**src/rtl/multu_hilo_pkg.sv**
```systemverilog
// Shared definitions for the ALU control block and the HI/LO multiplier.
package multu_hilo_pkg;

  // Function/control codes driven by ALU control
  localparam logic [5:0] FN_AND       = 6'b100100;
  localparam logic [5:0] FN_OR        = 6'b100101;
  localparam logic [5:0] FN_ADD       = 6'b100000;
  localparam logic [5:0] FN_SUB       = 6'b100010;
  localparam logic [5:0] FN_SLT       = 6'b101010;
  localparam logic [5:0] FN_SRL       = 6'b000010;
  localparam logic [5:0] FN_MULT      = 6'b011001;
  localparam logic [5:0] FN_MFHI      = 6'b010000;
  localparam logic [5:0] FN_MFLO      = 6'b010010;
  localparam logic [5:0] FN_OPEN_HILO = 6'b111111;

  // Multiplier sequencing states (explicit encodings kept stable for legacy tools)
  typedef enum logic [1:0] {
    ST_IDLE = 2'd0,
    ST_RUN  = 2'd1,
    ST_WAIT = 2'd2
  } mul_state_e;

  // True for the two codes that keep a multiply alive (MULT or OPEN)
  function automatic logic is_mul_ctl(input logic [5:0] code);
    return (code == FN_MULT) || (code == FN_OPEN_HILO);
  endfunction

endpackage

```
**src/rtl/multu_hilo_hilo_reg.sv**
```systemverilog
// HI/LO result storage with write enable, synchronous clear and MFHI/MFLO read mux.
module multu_hilo_hilo_reg
  import multu_hilo_pkg::*;
#(
  parameter int WIDTH = 32
) (
  input  logic             clk,
  input  logic             rst_n,
  input  logic             we,
  input  logic [WIDTH-1:0] hi_in,
  input  logic [WIDTH-1:0] lo_in,
  input  logic [5:0]       sel,
  output logic [WIDTH-1:0] rd_data
);

  logic [WIDTH-1:0] hi_q, hi_d;
  logic [WIDTH-1:0] lo_q, lo_d;

  // Next HI/LO: load both halves together on a commit
  always_comb begin
    hi_d = hi_q;
    lo_d = lo_q;
    if (we) begin
      hi_d = hi_in;
      lo_d = lo_in;
    end
  end

  // HI/LO flops, cleared by synchronous reset
  always_ff @(posedge clk) begin
    if (!rst_n) begin
      hi_q <= '0;
      lo_q <= '0;
    end else begin
      hi_q <= hi_d;
      lo_q <= lo_d;
    end
  end

  // Read mux sees the registered value, so a same-cycle commit returns the old data
  always_comb begin
    rd_data = '0;
    if (sel == FN_MFHI) rd_data = hi_q;
    else if (sel == FN_MFLO) rd_data = lo_q;
  end

endmodule

```
**src/rtl/multu_hilo.sv**
```systemverilog
// Sequential unsigned shift-add multiplier feeding the HI/LO registers.
//
//   state   | meaning
//   --------+--------------------------------------------------------------
//   IDLE    | waiting for MULT (ignored while block is set after a commit)
//   RUN     | one shift-add iteration per cycle, WIDTH iterations in total
//   WAIT    | product ready, waiting for OPEN (or a pending one) to commit
module multu_hilo
  import multu_hilo_pkg::*;
#(
  parameter int WIDTH = 32,
  parameter int CNT_W = 6
) (
  input  logic             clk,
  input  logic             rst_n,
  input  logic [5:0]       Signal,
  input  logic [WIDTH-1:0] dataA,
  input  logic [WIDTH-1:0] dataB,
  output logic [WIDTH-1:0] dataOut,
  output logic             busy,
  output logic             done
);

  mul_state_e         state_q, state_d;
  logic [2*WIDTH-1:0] mcand_q, mcand_d;
  logic [WIDTH-1:0]   mplier_q, mplier_d;
  logic [2*WIDTH-1:0] product_q, product_d;
  logic [CNT_W-1:0]   cnt_q, cnt_d;
  logic               pending_q, pending_d;
  logic               block_q, block_d;
  logic               done_q, done_d;
  logic               commit;
  logic               other;

  // Sequencing and shift-add datapath
  always_comb begin
    state_d   = state_q;
    mcand_d   = mcand_q;
    mplier_d  = mplier_q;
    product_d = product_q;
    cnt_d     = cnt_q;
    pending_d = pending_q;
    block_d   = block_q;
    commit    = 1'b0;
    other     = !is_mul_ctl(Signal);

    // Any unrelated instruction re-arms the multiplier
    if (other) block_d = 1'b0;

    case (state_q)
      ST_IDLE: begin
        if ((Signal == FN_MULT) && !block_q) begin
          mcand_d   = {{WIDTH{1'b0}}, dataA};
          mplier_d  = dataB;
          product_d = '0;
          cnt_d     = '0;
          pending_d = 1'b0;
          state_d   = ST_RUN;
        end
      end
      ST_RUN: begin
        if (other) begin
          pending_d = 1'b0;
          state_d   = ST_IDLE;
        end else begin
          if (mplier_q[0]) product_d = product_q + mcand_q;
          mcand_d  = mcand_q << 1;
          mplier_d = mplier_q >> 1;
          cnt_d    = cnt_q + CNT_W'(1);
          if (Signal == FN_OPEN_HILO) pending_d = 1'b1;
          // An OPEN seen on the last iteration still waits one cycle in WAIT
          if (cnt_q == CNT_W'(WIDTH - 1)) state_d = ST_WAIT;
        end
      end
      ST_WAIT: begin
        if (pending_q || (Signal == FN_OPEN_HILO)) begin
          commit    = 1'b1;
          block_d   = 1'b1;
          pending_d = 1'b0;
          state_d   = ST_IDLE;
        end else if (other) begin
          pending_d = 1'b0;
          state_d   = ST_IDLE;
        end
      end
      default: state_d = ST_IDLE;
    endcase

    done_d = commit;
  end

  // State and datapath registers, synchronous active-low reset
  always_ff @(posedge clk) begin
    if (!rst_n) begin
      state_q   <= ST_IDLE;
      mcand_q   <= '0;
      mplier_q  <= '0;
      product_q <= '0;
      cnt_q     <= '0;
      pending_q <= 1'b0;
      block_q   <= 1'b0;
      done_q    <= 1'b0;
    end else begin
      state_q   <= state_d;
      mcand_q   <= mcand_d;
      mplier_q  <= mplier_d;
      product_q <= product_d;
      cnt_q     <= cnt_d;
      pending_q <= pending_d;
      block_q   <= block_d;
      done_q    <= done_d;
    end
  end

  multu_hilo_hilo_reg #(
    .WIDTH (WIDTH)
  ) u_hilo (
    .clk     (clk),
    .rst_n   (rst_n),
    .we      (commit),
    .hi_in   (product_q[2*WIDTH-1:WIDTH]),
    .lo_in   (product_q[WIDTH-1:0]),
    .sel     (Signal),
    .rd_data (dataOut)
  );

  assign busy = (state_q != ST_IDLE);
  assign done = done_q;

endmodule

```
**config.mk**
```make
export PLATFORM = sky130hd
export DESIGN_NAME = multu_hilo
export DESIGN_NICKNAME = d
export VERILOG_FILES = /design/src/rtl/multu_hilo_pkg.sv /design/src/rtl/multu_hilo_hilo_reg.sv /design/src/rtl/multu_hilo.sv
export SDC_FILE = /design/constraint.sdc
export NUM_CORES = 1
export LEC_CHECK = 0
export BUFFER_PORTS_ARGS = -buffer_cell sky130_fd_sc_hd__buf_2
export CAP_MARGIN = 10
export CELL_PAD_IN_SITES_DETAIL_PLACEMENT = 1
export CELL_PAD_IN_SITES_GLOBAL_PLACEMENT = 1
export CORE_UTILIZATION = 47
export CTS_BUF_LIST = sky130_fd_sc_hd__clkbuf_4
export DETAILED_ROUTE_END_ITERATION = 16
export PLACE_DENSITY_LB_ADDON = 0.25
export SLEW_MARGIN = 20
export SYNTH_ARGS = -nofsm -noshare
export SYNTH_HDL_FRONTEND = slang
export SYNTH_SLANG_ARGS = --single-unit
export TNS_END_PERCENT = 20
```
**constraint.sdc**
```tcl
create_clock -name clk -period 7.91 [get_ports clk]
set_clock_uncertainty 0.05 [all_clocks]
set_input_delay 1.582 -clock clk [delete_from_list [all_inputs] [get_ports clk]]
set_output_delay 1.582 -clock clk [all_outputs]
set_load 0.01 [all_outputs]
```
==> metrics <==
# H-tree levels 3; vias per inst 5.69; CTS Buf Count 67; Seq/Total Area, Yosys 35.6%; top achievable clock speed 0.216 GHz; top-area cell type share of the netlist area 35.6%; relative slew slack 26.2%; remaining routing DRC violations 0; pwr/cell area 165 nW/µm²; Via Count 12300; Netlist Area Pre-Place 13200 µm²; top cell types by occurrence after synthesis nand2_1 (373), dfxtp_1 (235), nand3_1 (126), clkbuf_1 (107), a21boi_0 (101); Max Transition Viols Final 0; I/O pin count 106; initial antenna violation count 1; Final Hold Vio Count 0; Nets 1864; r2r setup slk 4000 ps; final total power 2.43 mW; setup tns final 0 ps; Setup CP Type primary input to output pin; DRT Wirelength 38.9 mm; GRT Overall Usage 27.2%; ANT nets after route 0; crit path DAT 2990 ps; Core Area 27700 µm²; top cell type by total area after synthesis dfxtp_1; fin crit period 4620 ps; startpoint types primary input; Mean Syn Cell Area 7.96 µm²; FP Rows 61; CTS Root Cell clkbuf_4; count of final setup violators 0; clock latency on the worst-skew pair 670 ps; Clk pin slew, worst setup/hold paths 50 ps; remaining global-route overflow 0; R2R cell count 14; vias in the first global route 12500; Synth area leaders dfxtp_1 (36%), nand2_1 (11%), ha_1 (6.1%); Util after Layout 53.2%; count leader, synth nand2_1; Warnings, synthesis 0; Layout Cells excl Fill 2156; Die X 170 µm; die area 28800 µm²; Max-Cap Viols 0; Wirelength per Cell 18.0 µm; CTS tree yes; LEAKAGE 6.70 nW; Final Cycle Share 58.5%; placed cell count 2036; post-CTS setup buffer count 0; status finished clean; ys flop type dfxtp_1; worst hold path stage count 2; Post-Syn Instances 1660; post-CTS resize count 0; Synth async-reset ratio 0%; post-synth cell types 71; HP Class flop to flop; Post-synth EDFFs 0; Initial Util 47.7%; post-synthesis register bit count 235; drt pass-1 iters 5; clock tree sinks 235; Critical Path End Type output pin; Peak VDD IR 0.0959 mV; share of cells above drive strength 1 14.4%; CTS Hold Bufs 0; critical path peak fanout 20; Tightest Pin Transition 1100 ps; first-pass GRT wire length 62.9 mm; WP data required 6280 ps; HPWL Detailed 26.9 mm; largest net degree at the start of global routing 160; maximum clock path buffer count 3; Mapped Nets 1797; drt initial violations 602; RSZ-0062 raised after global routing false; area grow syn2layout 11.5%; IO Port Bufs 105; chip height 170 µm; gp weighted congestion 0.856
cell families after synthesis:
family          synth area share [%]
flops                           35.6
xor+xnor                        4.04
buf+inv                         4.00
mux                             2.42
fa+ha+maj                       6.21
simple gates                    22.9
compound gates                  24.8
state kept, by name (all words and copies together) (netlist names):
name,cells
mcand_q,64
mplier_q,32
block_q,1
pending_q,1
product_q,64
state_q,2
u_hilo.hi_q,32
cnt_q,6
done,1
u_hilo.lo_q,32
per-layer routing:
layer	global-route usage [%]	part of all wire, %
met3	4.45	3.8
met4	12.6	3.7
met1	33.1	45
met2	46.7	47
met5	0	0
area by class of cell:
class	count	area, µm²
Clock buffer	102	766
Tap cell	378	473
Timing Repair Buffer	115	619
Multi-Input combinational cell	1290	8010
Antenna cell	2	5.00
Sequential cell	235	4700
Fill cell	3459	13000
Inverter	18	67.6
Clock inverter	16	87.6
placed cells by master (no fill, tap or decap), drive strengths merged, types with 62 or more instances in the layout:
master and instances:
nand2 373, dfxtp 235, nand3 126, nor2 74, clkbuf 102, a21boi 101, o21ai 83, o211a 62
a21oi 77, ha 64, buf 115
critical path, cell delays in order:
cell and delay [ps]:
buf_2 350, buf_4 420, mux2i_1 380, nor2_1 70, buf_2 160
worst paths after layout:
check / startpoint / endpoint
max reg2reg: mcand_q[0] / product_q[58]
min: u_hilo.lo_q[6] / u_hilo.lo_q[6]
max: Signal[1] / dataOut[21]
min reg2reg: u_hilo.lo_q[6] / u_hilo.lo_q[6]
metrics by stage:
step           hold slack [ps]  setup slack, ps  cell area [µm²]
2_1_floorplan              389             3680            13200
3_3_place_gp               403             2900            13900
3_5_place_dp               411             2830            13900
4_1_cts                    421             3020            14700
5_1_grt                    439             3160            14700
6_report                   416             3290            14700
power breakdown:
group,total (mW),internal (mW),switching (mW)
sequential,1.19,1.19,0.00387
clock,1.15,0.619,0.531
combinational,0.0860,0.0355,0.0505
total,2.43,1.84,0.585
(Power assumes the default switching activity.)
